--- config.mk ---
export PLATFORM = sky130hd
export DESIGN_NAME = hazard_scoreboard
export DESIGN_NICKNAME = d
export VERILOG_FILES = /design/src/rtl/hazard_scoreboard.sv
export SDC_FILE = /design/constraint.sdc
export NUM_CORES = 1
export LEC_CHECK = 0
export CORE_ASPECT_RATIO = 0.8
export CORE_MARGIN = 4
export CORE_UTILIZATION = 53
export CTS_BUF_LIST = sky130_fd_sc_hd__clkbuf_8
export DETAILED_ROUTE_END_ITERATION = 6
export GPL_TIMING_DRIVEN = 0
export PLACE_DENSITY = 0.87
export SYNTH_ARGS = -nofsm -noshare
export SYNTH_HDL_FRONTEND = slang
export SYNTH_SLANG_ARGS = --single-unit
--- constraint.sdc ---
create_clock -name clk -period 5.5 [get_ports clk]
set_input_delay 1.1 -clock clk [delete_from_list [all_inputs] [get_ports clk]]
set_output_delay 1.1 -clock clk [all_outputs]
set_load 0.05 [all_outputs]
--- src/rtl/hazard_scoreboard.sv ---
// RAW hazard detection and forwarding-select generation for the ID stage.
// A shift-register scoreboard tracks in-flight writers behind ID; each ID
// source is matched against it to pick a forwarding stage or raise a stall.
module hazard_scoreboard #(
    parameter int unsigned REG_ADDR_W     = 4,
    parameter int unsigned PIPE_DEPTH     = 3,
    parameter int unsigned FWD_EN         = 1,
    parameter int unsigned RF_WRITE_FIRST = 1,
    parameter int unsigned CNT_W          = 16
) (
    input  logic                               clk,
    input  logic                               rst,
    input  logic                               id_valid,
    input  logic                               id_wb_en,
    input  logic                               id_mem_r_en,
    input  logic [REG_ADDR_W-1:0]              id_dest,
    input  logic [REG_ADDR_W-1:0]              id_src1,
    input  logic                               id_src1_used,
    input  logic [REG_ADDR_W-1:0]              id_src2,
    input  logic                               id_src2_used,
    input  logic                               flush,
    input  logic                               stat_clr,
    output logic                               stall,
    output logic [$clog2(PIPE_DEPTH+1)-1:0]    fwd_sel1,
    output logic [$clog2(PIPE_DEPTH+1)-1:0]    fwd_sel2,
    output logic [CNT_W-1:0]                   stall_count
);

    localparam int unsigned SW  = $clog2(PIPE_DEPTH + 1);
    // With write-first register file the WB entry is already visible to ID.
    localparam int unsigned WIN = (RF_WRITE_FIRST != 0) ? PIPE_DEPTH - 1 : PIPE_DEPTH;

    logic                  ent_v    [1:PIPE_DEPTH];
    logic                  ent_wb   [1:PIPE_DEPTH];
    logic                  ent_ld   [1:PIPE_DEPTH];
    logic [REG_ADDR_W-1:0] ent_dest [1:PIPE_DEPTH];

    logic          hit1, hit2;
    logic          ld1, ld2;
    logic [SW-1:0] k1, k2;
    logic          haz1, haz2;

    // Youngest matching writer inside the hazard window, per source.
    always_comb begin
        hit1 = 1'b0;
        hit2 = 1'b0;
        ld1  = 1'b0;
        ld2  = 1'b0;
        k1   = '0;
        k2   = '0;
        for (int unsigned k = 1; k <= WIN; k++) begin
            if (!hit1 && ent_v[k] && ent_wb[k] && id_src1_used && (ent_dest[k] == id_src1)) begin
                hit1 = 1'b1;
                k1   = SW'(k);
                ld1  = ent_ld[k];
            end
            if (!hit2 && ent_v[k] && ent_wb[k] && id_src2_used && (ent_dest[k] == id_src2)) begin
                hit2 = 1'b1;
                k2   = SW'(k);
                ld2  = ent_ld[k];
            end
        end
    end

    // Hazard classification, stall and forwarding select.
    always_comb begin
        if (FWD_EN != 0) begin
            haz1 = hit1 && (k1 == SW'(1)) && ld1;
            haz2 = hit2 && (k2 == SW'(1)) && ld2;
        end else begin
            haz1 = hit1;
            haz2 = hit2;
        end
        stall    = id_valid && !flush && (haz1 || haz2);
        fwd_sel1 = '0;
        fwd_sel2 = '0;
        if ((FWD_EN != 0) && !stall) begin
            fwd_sel1 = hit1 ? k1 : '0;
            fwd_sel2 = hit2 ? k2 : '0;
        end
    end

    // Scoreboard shift; a bubble enters when ID is stalled, flushed or empty.
    always_ff @(posedge clk or negedge rst) begin
        if (!rst) begin
            for (int unsigned k = 1; k <= PIPE_DEPTH; k++) begin
                ent_v[k]    <= 1'b0;
                ent_wb[k]   <= 1'b0;
                ent_ld[k]   <= 1'b0;
                ent_dest[k] <= '0;
            end
        end else begin
            for (int unsigned k = 2; k <= PIPE_DEPTH; k++) begin
                ent_v[k]    <= ent_v[k-1];
                ent_wb[k]   <= ent_wb[k-1];
                ent_ld[k]   <= ent_ld[k-1];
                ent_dest[k] <= ent_dest[k-1];
            end
            ent_v[1]    <= id_valid && !stall && !flush;
            ent_wb[1]   <= id_wb_en;
            ent_ld[1]   <= id_mem_r_en;
            ent_dest[1] <= id_dest;
        end
    end

    // Saturating stall-cycle counter; clear has priority.
    always_ff @(posedge clk or negedge rst) begin
        if (!rst) begin
            stall_count <= '0;
        end else if (stat_clr) begin
            stall_count <= '0;
        end else if (stall && (stall_count != '1)) begin
            stall_count <= stall_count + 1'b1;
        end
    end

endmodule
=== Word-level counts from Yosys, hierarchy flattened ===
Index checks and enable logic that the tools add are counted.

* Bits in registers: 30
* Bits of input ports: 21
* Output and inout bits: 21
* Logic and storage cells: 63

* Add/subtract/negate cells: 1
* Equal/unequal tests: 7
* Mux-type cells: 18
* Reduce and logical (&&, ||, !) cells: 28

{| class="wikitable"
|+ Operators by type and width
! operator !! number
|-
| $mux 16 || 2
|-
| $logic_and 1x1->1 || 22
|-
| $add 16x1->16 const B || 1
|-
| $eq 4x4->1 || 4
|-
| $ne 16x16->1 const B || 1
|-
| $mux 2 || 6
|-
| $mux 1 || 10
|-
| $eq 2x1->1 const B || 2
|-
| $logic_not 1->1 || 4
|-
| $reduce_bool 2->1 || 1
|-
| $logic_or 1x1->1 || 1
|}

=== Longest topological paths before layout ===
Gate-level depths: netlist of the first run.

* Depth after elaboration: 18
* Gate-level depth with buffers: 7
* Gate-level depth less buffers: 6

=== Least setup slack after synthesis of the first run ===
Ideal clock, no wire load.

* Kind: in2out
* From: in id_src1[3]
* To: out fwd_sel1[1]
* Data arrival time: 3.187 ns
* Data required time: 4.400 ns
* Setup slack: 1.213 ns
* Cell stages on the path: 6
* Buffers on the path: 1
* Cells stage by stage: xor2_1 nor3_2 a22oi_1 buf_2 nor2_1 nor3_1

* Cells in the longest elaborated chain, start to end: 15
* Elaborated cells between the ends (all ways): 21
* Classes of those cells: eq/ne (3); mux (8); reduce/logical (10)

{| class="wikitable"
|+ RTL lines
! element !! line !! RTL
|-
| from (decl) || 17 || <nowiki>input logic [REG_ADDR_W-1:0] id_src1,</nowiki>
|-
| $eq 4x4->1 || 52 || <nowiki>if (!hit1 && ent_v[k] && ent_wb[k] && id_src1_used && (ent_dest[k] == id_src1)) begin</nowiki>
|-
| $logic_and 1x1->1 || 52 ||
|-
| $mux 1 || 52 ||
|-
| $logic_not 1->1 || 52 ||
|-
| $logic_and 1x1->1 (4 in series) || 52 ||
|-
| $mux 2 || 52 ||
|-
| $eq 2x1->1 || 68 || <nowiki>haz1 = hit1 && (k1 == SW'(1)) && ld1;</nowiki>
|-
| $logic_and 1x1->1 || 68 ||
|-
| $logic_and 1x1->1 * || 68 ||
|-
| $logic_or 1x1->1 * || 74 || <nowiki>stall = id_valid && !flush && (haz1 || haz2);</nowiki>
|-
| $logic_and 1x1->1 * || 74 ||
|-
| via stall || 23 || <nowiki>output logic stall,</nowiki>
|-
| $mux 2 * || 77 || <nowiki>if ((FWD_EN != 0) && !stall) begin</nowiki>
|-
| to (decl) || 24 || <nowiki>output logic [$clog2(PIPE_DEPTH+1)-1:0] fwd_sel1,</nowiki>
|}

The timed path passes the listed nets; every way through them passes the cells marked *.

=== Worst setup path after layout of the first run ===
* From: in id_src1[3]
* To: out fwd_sel2[1]

* Cells in the longest elaborated chain, start to end: 15
* Elaborated cells between the ends (all ways): 20
* Classes of those cells: eq/ne (3); mux (7); reduce/logical (10)

{| class="wikitable"
|+ RTL lines
! element !! line !! RTL
|-
| $eq 4x4->1 || 52 ||
|-
| $logic_and 1x1->1 || 52 ||
|-
| $mux 1 || 52 ||
|-
| $logic_not 1->1 || 52 ||
|-
| $logic_and 1x1->1 (4 in series) || 52 ||
|-
| $mux 2 || 52 ||
|-
| $eq 2x1->1 || 68 ||
|-
| $logic_and 1x1->1 || 68 ||
|-
| $logic_and 1x1->1 * || 68 ||
|-
| $logic_or 1x1->1 * || 74 ||
|-
| $logic_and 1x1->1 * || 74 ||
|-
| $mux 2 * || 77 ||
|-
| to (decl) || 25 || <nowiki>output logic [$clog2(PIPE_DEPTH+1)-1:0] fwd_sel2,</nowiki>
|}

Mark *: on every way between the ends. The rest lies on a longest branch, timed or not.

==> key figures, run 1 <==
Run status
  • Status: complete, no violations

Finish
  • FILL cells: 199
  • Register area: 726 um2
  • Layout Area Growth over Synthesis: 33.9%
  • Fin area: 2090 um2
  • Commonest non-fill, non-tap cell in the layout: clkdlybuf4s50_1
  • Most frequent cells in the layout: 39 x clkdlybuf4s50_1, 29 x dfrtp_1, 15 x a21oi_1
  • ANT cells: 0
  • Nets: 225
  • Area of the multi-input gates: 798 um2
  • Layout cells sized above 1: 0.0739

Worst hold path
  • WHS Endpoint: ent_wb[1]
  • Hold Path Stages: 0
  • Worst Hold Class: register to register
  • Hold Path Origin: ent_wb[2]

Routing
  • Number of vias per cell: 6.26
  • Final ANT Viol Nets: 0
  • Drt first-iter violations: 128
  • # DRC: 0
  • Final WL: 3970 um
  • Via Count: 1508
  • DR WL/cell: 16.5 um
  • DRT Pass-1 Iters: 4

Worst setup path
  • Reg-to-reg endpoint: stall_count[5]
  • Crit path top cell by count: clkdlybuf4s50_1
  • Crit. End Element: output port
  • R2R Setup Slk: 3420 ps
  • CP max stage cell: clkdlybuf4s50_1
  • CP Max Fanout: 10
  • Worst setup SP type: input port
  • Worst EP arrival: 3730 ps
  • R2R depth: 6
  • Reg-to-reg critical path startpoint: ent_dest[11]
  • Cell breakdown of the critical path: clkdlybuf4s50_1 > xor2_1 > nor3_2 > a22oi_1 > buf_2 > nor2_1 > nor3_1 > clkdlybuf4s50_1
  • Crit-path max cell delay: 870 ps
  • CP delay by family, top: buffers and inverters
  • Crit path required time: 4400 ps
  • WP buf/inv: 3
  • WS Path Type: input port to output port

Place
  • Dpl hpwl: 2980 um
  • Port Buffers: 40
  • GP Congestion: 0.824
  • Post-place instance area: 2010 um2

Timing
  • Min cycle time layout: 4830 ps
  • Setup_tns: 0 ps
  • Slew HR: 0.573
  • Fmax: 207 MHz
  • Final worst path period share: 0.879
  • Final Setup Violations: 0
  • Final Hold Fails: 0
  • Clk_skew: 2.67 ps
  • Worst-Margin Slew: 641 ps
  • Slew Limit Fails: 0
  • RSZ-0062 raised after global routing: false

Flow run
  • Max cap viols: 0

Die
  • Initial core utilization: 0.559
  • Die ar.: 3880 um2
  • Row count: 17
  • I/O pins: 42
  • Core area: 2790 um2
  • Die height: 56.5 um
  • Die X: 68.6 um

Logic synthesis
  • Flops & latches, synth: 29
  • Avg Cell Area, Syn: 9.99 um2
  • FFs w/ async S/R, synth: 1.00
  • Post-synthesis sequential area ratio: 0.465
  • Ys flop type: dfrtp_1
  • Post-synthesis cell type count: 34
  • EDFF count, synth: 0
  • Syn Nets: 178
  • Synthesized instance count: 156
  • Cell Area, Synth: 1560 um2
  • Synthesis Warnings: 0

Pwr
  • Seq pwr share: 0.509
  • Sw Pwr: 0.000102 W
  • Logic pwr share: 0.096
  • Max IR drop VDD: 0.168 mV
  • Leakage dissipation: 0.767 nW
  • PD cells: 209 nW/um2
  • Power Internal: 0.000336 W
  • Clock network power share: 0.395
  • Sw frac: 0.232
  • Total power: 0.000437 W

Global routing
  • Number of global-route vias before repair: 1460
  • Grt total ovfl: 0
  • Antenna violations before repair: 0
  • Largest net degree at the start of global routing: 30
  • Gr usage total: 0.232
  • Global-route wire length before repair: 6780 um

Clock tree
  • Hold Buf Count CTS: 0
  • Post-CTS Setup Repair Bufs: 0
  • Clock Tree Buf Depth: 2
  • Worst skew pair latency: 280 ps
  • Clock slew at reported path FFs: 60 ps
  • CTS tree: yes
  • CTS Buf Count: 5
  • Htree depth: 2
  • CTS sink cnt: 29
  • # resized after CTS: 0
  • Root Driver: clkbuf_8
## synthesized netlist by cell type (5+ instances only)
cell	count	area share
dfrtp_1	29	0.47
o31ai_1	10	0.048
nor2_1	10	0.024
a21oi_1	15	0.048
xor2_1	14	0.079
or4_1	9	0.043
nand4_1	8	0.032
nor3_1	5	0.016
nand3_1	9	0.029
nand2_1	9	0.022
## state kept, by name, summed over array words and instances (netlist names)
register     flops
stall_count     16
ent_dest         8
ent_wb           2
ent_ld           1
ent_v            2
## power by group through the flow
stage               clock [W]  sequential, W  combinational [W]
CTS                  0.000177       0.000223          0.0000427
floorplan                   0       0.000226          0.0000181
global route         0.000188       0.000223          0.0000463
finish               0.000173       0.000223          0.0000419
global placement            0       0.000226          0.0000409
detailed placement          0       0.000227          0.0000424
## kinds of logic after synthesis
| logic type | synth area share |
|---|---|
| compound gates | 0.152 |
| xor+xnor | 0.0899 |
| fa+ha+maj | 0.00802 |
| buf+inv | 0.0225 |
| flops | 0.465 |
| mux | 0.00722 |
| simple gates | 0.255 |
## area by class of cell
cell class                 instances  area share
buffer                             6      0.0132
inverter                           2     0.00359
multi-input combinational        119       0.382
clock inverter                     1     0.00180
tap                               38      0.0228
sequential                        29       0.348
clock buffer                       6      0.0395
timing repair buffer              40       0.189
## through the flow
step / util / instances / hold slack [ps] / worst slack, ps
after global placement: 0.720 / 234 / 394 / 833
after CTS: 0.751 / 241 / 410 / 701
final: 0.749 / 241 / 411 / 668
after global routing: 0.749 / 241 / 434 / 563
after floorplan: - / 156 / 373 / 1210
after detailed placement: 0.720 / 234 / 398 / 697
## worst max path at each step
stage | to | slack [ps] | start | cells after the start
3_5_place_dp | fwd_sel2[1] | 700 | id_src1[3] | 8
5_1_grt | fwd_sel2[1] | 560 | id_src2[0] | 8
3_3_place_gp | fwd_sel2[1] | 830 | id_src2[2] | 8
6_report | fwd_sel2[1] | 670 | id_src1[3] | 8
2_1_floorplan | fwd_sel1[1] | 1210 | id_src1[3] | 6
4_1_cts | fwd_sel2[1] | 700 | id_src1[3] | 8
## per-layer routing
metal | global-route usage | vias to the layer above | wire [um] | part of all wire
met1 | 0.314 | 729 | 1660 | 0.42
met4 | 0.0850 | 0 | 92 | 0.023
li1 | - | 698 | - | -
met5 | 0 | - | 0 | 0
met3 | 0.0740 | 10 | 320 | 0.081
met2 | 0.343 | 71 | 1900 | 0.48
No activity file was read; power rests on OpenSTA's default activity.
==> run 2: changes to the inputs <==
--- a/config.mk
+++ b/config.mk
@@ -10,8 +10,8 @@
 export CORE_UTILIZATION = 53
 export CTS_BUF_LIST = sky130_fd_sc_hd__clkbuf_8
 export DETAILED_ROUTE_END_ITERATION = 6
-export GPL_TIMING_DRIVEN = 0
 export PLACE_DENSITY = 0.87
+export SKIP_LAST_GASP = 1
 export SYNTH_ARGS = -nofsm -noshare
 export SYNTH_HDL_FRONTEND = slang
 export SYNTH_SLANG_ARGS = --single-unit
==> key figures, run 2 (same netlist as run 1, synthesis figures left out) <==
Run status
  • Status: complete, no violations

Global routing
  • Global-route wire length before repair: 6530 um (-3.7%)
  • Antenna violations before repair: 0 (unchanged)
  • Grt total ovfl: 0 (unchanged)
  • Gr usage total: 0.226 (-0.00570)
  • Number of global-route vias before repair: 1424 (-2.5%)
  • Largest net degree at the start of global routing: 30 (unchanged)

Worst setup path
  • Crit. End Element: output port
  • R2R depth: 5 (-1)
  • Reg-to-reg critical path startpoint: stall_count[0]
  • WS Path Type: input port to output port
  • Crit path required time: 4400 ps (about the same)
  • Worst setup SP type: input port
  • R2R Setup Slk: 3440 ps (+20 ps)
  • CP Max Fanout: 22 (+12)
  • Worst EP arrival: 3480 ps (-250 ps)
  • Reg-to-reg endpoint: stall_count[4]

Die
  • Initial core utilization: 0.559 (unchanged)
  • Die X: 68.6 um (unchanged)
  • Die height: 56.5 um (unchanged)
  • I/O pins: 42 (unchanged)
  • Die ar.: 3880 um2 (unchanged)
  • Core area: 2790 um2 (unchanged)
  • Row count: 17 (unchanged)

Worst hold path
  • Hold Path Stages: 0 (unchanged)
  • Hold Path Origin: ent_wb[2]
  • Worst Hold Class: register to register
  • WHS Endpoint: ent_wb[1]

Routing
  • Drt first-iter violations: 109 (-15%)
  • Number of vias per cell: 6.08 (-2.8%)
  • DRT Pass-1 Iters: 4 (unchanged)
  • Final ANT Viol Nets: 0 (unchanged)
  • Final WL: 4000 um (+0.55%)
  • Via Count: 1448 (-4.0%)
  • DR WL/cell: 16.8 um (+1.8%)
  • # DRC: 0 (unchanged)

Finish
  • Nets: 222 (-1.3%)
  • Layout Area Growth over Synthesis: 33.8%
  • Most frequent cells in the layout: 39 x clkdlybuf4s50_1, 29 x dfrtp_1, 15 x a21oi_1
  • Max reg flops: 16 (unchanged)
  • Register with the most flip-flops: stall_count
  • Top Registers: stall_count x16, ent_dest x8
  • FILL cells: 208 (+4.5%)
  • Commonest non-fill, non-tap cell in the layout: clkdlybuf4s50_1
  • ANT cells: 0 (unchanged)
  • Layout cells sized above 1: 0.0700 (-0.00389)

Clock tree
  • CTS Buf Count: 5 (unchanged)
  • # resized after CTS: 0 (unchanged)
  • Htree depth: 2 (unchanged)
  • Clock slew at reported path FFs: 60 ps (about the same)
  • CTS tree: yes
  • Root Driver: clkbuf_8
  • CTS sink cnt: 29 (unchanged)
  • Post-CTS Setup Repair Bufs: 0 (unchanged)
  • Hold Buf Count CTS: 0 (unchanged)
  • Worst skew pair latency: 280 ps (about the same)
  • Clock Tree Buf Depth: 2 (unchanged)

Timing
  • Clk_skew: 4.26 ps (+1.59 ps)
  • Worst-Margin Slew: 833 ps (+192 ps)
  • Slew HR: 0.445 (-0.128)
  • Final Hold Fails: 0 (unchanged)
  • Fmax: 218 MHz (+5.6%)
  • Slew Limit Fails: 0 (unchanged)
  • Setup_tns: 0 ps (unchanged)
  • RSZ-0062 raised after global routing: false
  • Final Setup Violations: 0 (unchanged)
  • Min cycle time layout: 4580 ps (-255 ps)
  • Final worst path period share: 0.832 (-0.0464)

Place
  • Port Buffers: 41 (+2.5%)
  • GP Congestion: 0.784 (-4.9%)
  • Dpl hpwl: 3040 um (+2.2%)

Pwr
  • Leakage dissipation: 0.770 nW (+0.28%)
  • PD cells: 210 nW/um2 (+0.26%)
  • Total power: 0.000438 W (+0.14%)
  • Max IR drop VDD: 0.190 mV (+13%)

Flow run
  • Max cap viols: 0 (unchanged)
## run 2: worst max-delay path, stage by stage
cell,delay [ps]
clkdlybuf4s50_1,450
xor2_1,180
nor3_2,250
a22oi_1,120
buf_4,210
nor2_1,290
clkdlybuf4s50_1,870
## run 2: area by class of cell
cell class / instances / area (um2) / share of cell area
multi-input combinational: 119 / 798 / 0.383
sequential: 29 / 726 / 0.348
timing repair buffer: 43 / 420 / 0.202
clock buffer: 6 / 82.6 / 0.0396
tap: 38 / 47.5 / 0.0228
inverter: 2 / 7.51 / 0.00360
clock inverter: 1 / 3.75 / 0.00180
## run 2: worst max path at each step
| stage | cells past startpoint | startpoint | to |
|---|---|---|---|
| 2_1_floorplan | 6 | id_src1[3] | fwd_sel1[1] |
| 3_3_place_gp | 7 | id_src1[3] | stall |
| 3_5_place_dp | 7 | id_src1[3] | stall |
| 4_1_cts | 7 | id_src1[3] | stall |
| 5_1_grt | 7 | id_src1[3] | stall |
| 6_report | 7 | id_src1[3] | stall |
## run 2: through the flow
step	area (um2)	util	hold slack, ps	setup slack (ps)	cells
CTS	2090	0.749	420	943	238
detailed placement	2000	0.718	406	937	231
global placement	2000	0.718	392	1020	231
global route	2090	0.749	435	819	238
finish	2090	0.749	420	923	238
floorplan	1560	-	373	1210	156
## run 2: where the power goes
group	switching, W	internal, W	leakage (nW)	total, W
logic	0.0000218	0.0000214	0.343	0.0000432
clock network	0.0000749	0.0000970	0.0485	0.000172
registers	0.00000438	0.000218	0.378	0.000223
## run 2: metal layers
| metal | vias to the layer above | part of all wire | track usage | wire length (um) |
|---|---|---|---|---|
| met5 | - | 0 | 0 | 0 |
| met4 | 0 | 0.015 | 0.0992 | 60 |
| met3 | 7 | 0.061 | 0.0540 | 243 |
| met2 | 51 | 0.48 | 0.340 | 1930 |
| met1 | 700 | 0.44 | 0.305 | 1760 |
| li1 | 690 | - | - | - |
==> run 3: changes to the inputs <==
--- a/config.mk
+++ b/config.mk
@@ -7,10 +7,10 @@
 export LEC_CHECK = 0
 export CORE_ASPECT_RATIO = 0.8
 export CORE_MARGIN = 4
-export CORE_UTILIZATION = 53
+export CORE_UTILIZATION = 50
 export CTS_BUF_LIST = sky130_fd_sc_hd__clkbuf_8
 export DETAILED_ROUTE_END_ITERATION = 6
-export PLACE_DENSITY = 0.87
+export PLACE_DENSITY = 0.82
 export SKIP_LAST_GASP = 1
 export SYNTH_ARGS = -nofsm -noshare
 export SYNTH_HDL_FRONTEND = slang
==> constraint.sdc (replaced) <==
create_clock -name clk -period 4.3 [get_ports clk]
set_input_delay 0.86 -clock clk [delete_from_list [all_inputs] [get_ports clk]]
set_output_delay 0.86 -clock clk [all_outputs]
set_load 0.05 [all_outputs]
==> key figures, run 3 (same netlist as run 1, synthesis figures left out) <==
Place
  • Dpl hpwl: 2790 um (-8.2%)
  • GP Congestion: 0.828 (+5.6%)
  • Pre-CTS setup slack: 670 ps (-267 ps)
  • Port Buffers: 41 (unchanged)

Finish
  • Layout Area Growth over Synthesis: 38.4%
  • ANT cells: 0 (unchanged)
  • FILL cells: 194 (-6.7%)
  • Layout cells sized above 1: 0.0896 (+0.0196)
  • Commonest non-fill, non-tap cell in the layout: clkdlybuf4s50_1
  • Register area: 726 um2 (unchanged)
  • Area of the multi-input gates: 798 um2 (unchanged)
  • Max reg flops: 16 (unchanged)
  • Most frequent cells in the layout: 36 x clkdlybuf4s50_1, 29 x dfrtp_1, 15 x a21oi_1
  • Top Registers: stall_count x16, ent_dest x8
  • Nets: 222 (unchanged)
  • Register with the most flip-flops: stall_count

Global routing
  • Grt total ovfl: 0 (unchanged)
  • Antenna violations before repair: 0 (unchanged)
  • Number of global-route vias before repair: 1398 (-1.8%)
  • Global-route wire length before repair: 6600 um (+1.1%)
  • Gr usage total: 0.201 (-0.0249)
  • Largest net degree at the start of global routing: 30 (unchanged)

Timing
  • Final worst path period share: 0.847
  • Fmax: 274 MHz
  • Min cycle time layout: 3640 ps
  • Final Setup Violations: 0 (unchanged)
  • Clk_skew: 6.13 ps (+1.87 ps)
  • Worst-Margin Slew: 736 ps (-97.4 ps)
  • Slew Limit Fails: 0 (unchanged)
  • Final worst setup slack: 656 ps (-266 ps)
  • RSZ-0062 raised after global routing: false
  • Setup_tns: 0 ps (unchanged)
  • Final Hold Fails: 0 (unchanged)
  • Slew HR: 0.510 (+0.0649)

Clock tree
  • Clock Tree Buf Depth: 2 (unchanged)
  • # resized after CTS: 0 (unchanged)
  • Worst skew pair latency: 280 ps (about the same)
  • Root Driver: clkbuf_8
  • Htree depth: 2 (unchanged)
  • CTS sink cnt: 29 (unchanged)
  • Post-CTS Setup Repair Bufs: 0 (unchanged)
  • CTS Buf Count: 5 (unchanged)
  • Clock slew at reported path FFs: 60 ps (about the same)
  • CTS tree: yes
  • Hold Buf Count CTS: 0 (unchanged)

Worst setup path
  • CP delay by family, top: buffers and inverters
  • Worst EP arrival: 2780 ps (-700 ps)
  • CP Max Fanout: 22 (unchanged)
  • Crit-path max cell delay: 510 ps (-360 ps)
  • Crit. End Element: output port
  • Crit path required time: 3440 ps (-960 ps)
  • Worst setup SP type: input port
  • CP max stage cell: clkdlybuf4s50_1
  • WS Path Type: input port to output port
  • WP buf/inv: 3 (unchanged)
  • Cell breakdown of the critical path: clkdlybuf4s50_1 > xor2_1 > nor3_2 > a22oi_1 > buf_4 > nor2_1 > nor3_1 > buf_12

Routing
  • Via Count: 1424 (-1.7%)
  • Final WL: 3790 um (-5.2%)
  • Number of vias per cell: 5.96 (-2.1%)
  • # DRC: 0 (unchanged)
  • Drt first-iter violations: 121 (+11%)
  • DRT Pass-1 Iters: 4 (unchanged)
  • Final ANT Viol Nets: 0 (unchanged)
  • DR WL/cell: 15.9 um (-5.6%)

Die
  • Die height: 57.9 um (+2.5%)
  • Row count: 17 (unchanged)
  • I/O pins: 42 (unchanged)
  • Die ar.: 4080 um2 (+5.2%)
  • Die X: 70.4 um (+2.6%)
  • Initial core utilization: 0.543 (-0.0166)
  • Core area: 2870 um2 (+3.1%)

Pwr
  • Seq pwr share: 0.454 (-0.055)
  • PD cells: 290 nW/um2 (+38%)
  • Logic pwr share: 0.087 (-0.012)
  • Sw Pwr: 0.000134 W (+32%)
  • Power Internal: 0.000493 W (+46%)
  • Max IR drop VDD: 0.235 mV (+24%)
  • Clock network power share: 0.459 (+0.066)
  • Sw frac: 0.213 (-0.0174)
  • Leakage dissipation: 0.801 nW (+4.0%)

Run status
  • Status: complete, no violations

Worst hold path
  • Worst Hold Class: register to register

Flow run
  • Max cap viols: 0 (unchanged)
-- run 3: cell count changes in the layout (fill, tap and decap cells not counted) --
cell,previous run,this run
buf_4,4,3
buf_12,0,4
bufinv_16,0,1
clkdlybuf4s50_1,39,36
-- run 3: power by group through the flow --
stage	Sequential, W	Clock (W)	Combinational (W)
after floorplan	0.000288	0	0.0000231
after global placement	0.000289	0	0.0000536
after detailed placement	0.000290	0	0.0000546
after CTS	0.000285	0.000290	0.0000552
after global routing	0.000286	0.000306	0.0000607
final	0.000285	0.000288	0.0000546
-- run 3: metrics by stage --
step	std cells	hold slack, ps	total power [W]	area [um2]	utilization
final	239	415	0.000627	2160	0.752
after global routing	239	427	0.000652	2160	0.752
after CTS	239	409	0.000630	2160	0.752
after detailed placement	231	394	0.000344	2040	0.711
after global placement	231	387	0.000343	2040	0.711
after floorplan	156	373	0.000312	1560	-
-- run 3: final timing paths --
| path | from | end | slack [ps] | cells past startpoint |
|---|---|---|---|---|
| max in group asynchronous | rst | ent_dest[8] | 3060 | 2 |
| worst max register to register | stall_count[0] | stall_count[6] | 2270 | 5 |
| min in group asynchronous | rst | stall_count[7] | 970 | 2 |
| worst max-delay path | id_src1[3] | fwd_sel1[1] | 660 | 8 |
| worst min register to register | ent_v[2] | ent_v[1] | 420 | 0 |
| worst min-delay path | ent_v[2] | ent_v[1] | 420 | 0 |
-- run 3: final cells by class --
| class | count | share of cell area |
|---|---|---|
| clock inverters | 2 | 0.0157 |
| inverters | 2 | 0.00348 |
| well taps | 38 | 0.0220 |
| clock buffers | 6 | 0.0383 |
| repair buffers | 43 | 0.214 |
| multi-input cells | 119 | 0.370 |
| flip-flops and latches | 29 | 0.336 |
-- run 3: metal layers --
metal,wire length [um],vias up,global-route usage,share of wire
met3,222,6,0.0555,0.059
met4,42,0,0.0437,0.011
met5,0,-,0,0
met1,1770,681,0.284,0.47
li1,-,691,-,-
met2,1760,46,0.312,0.46
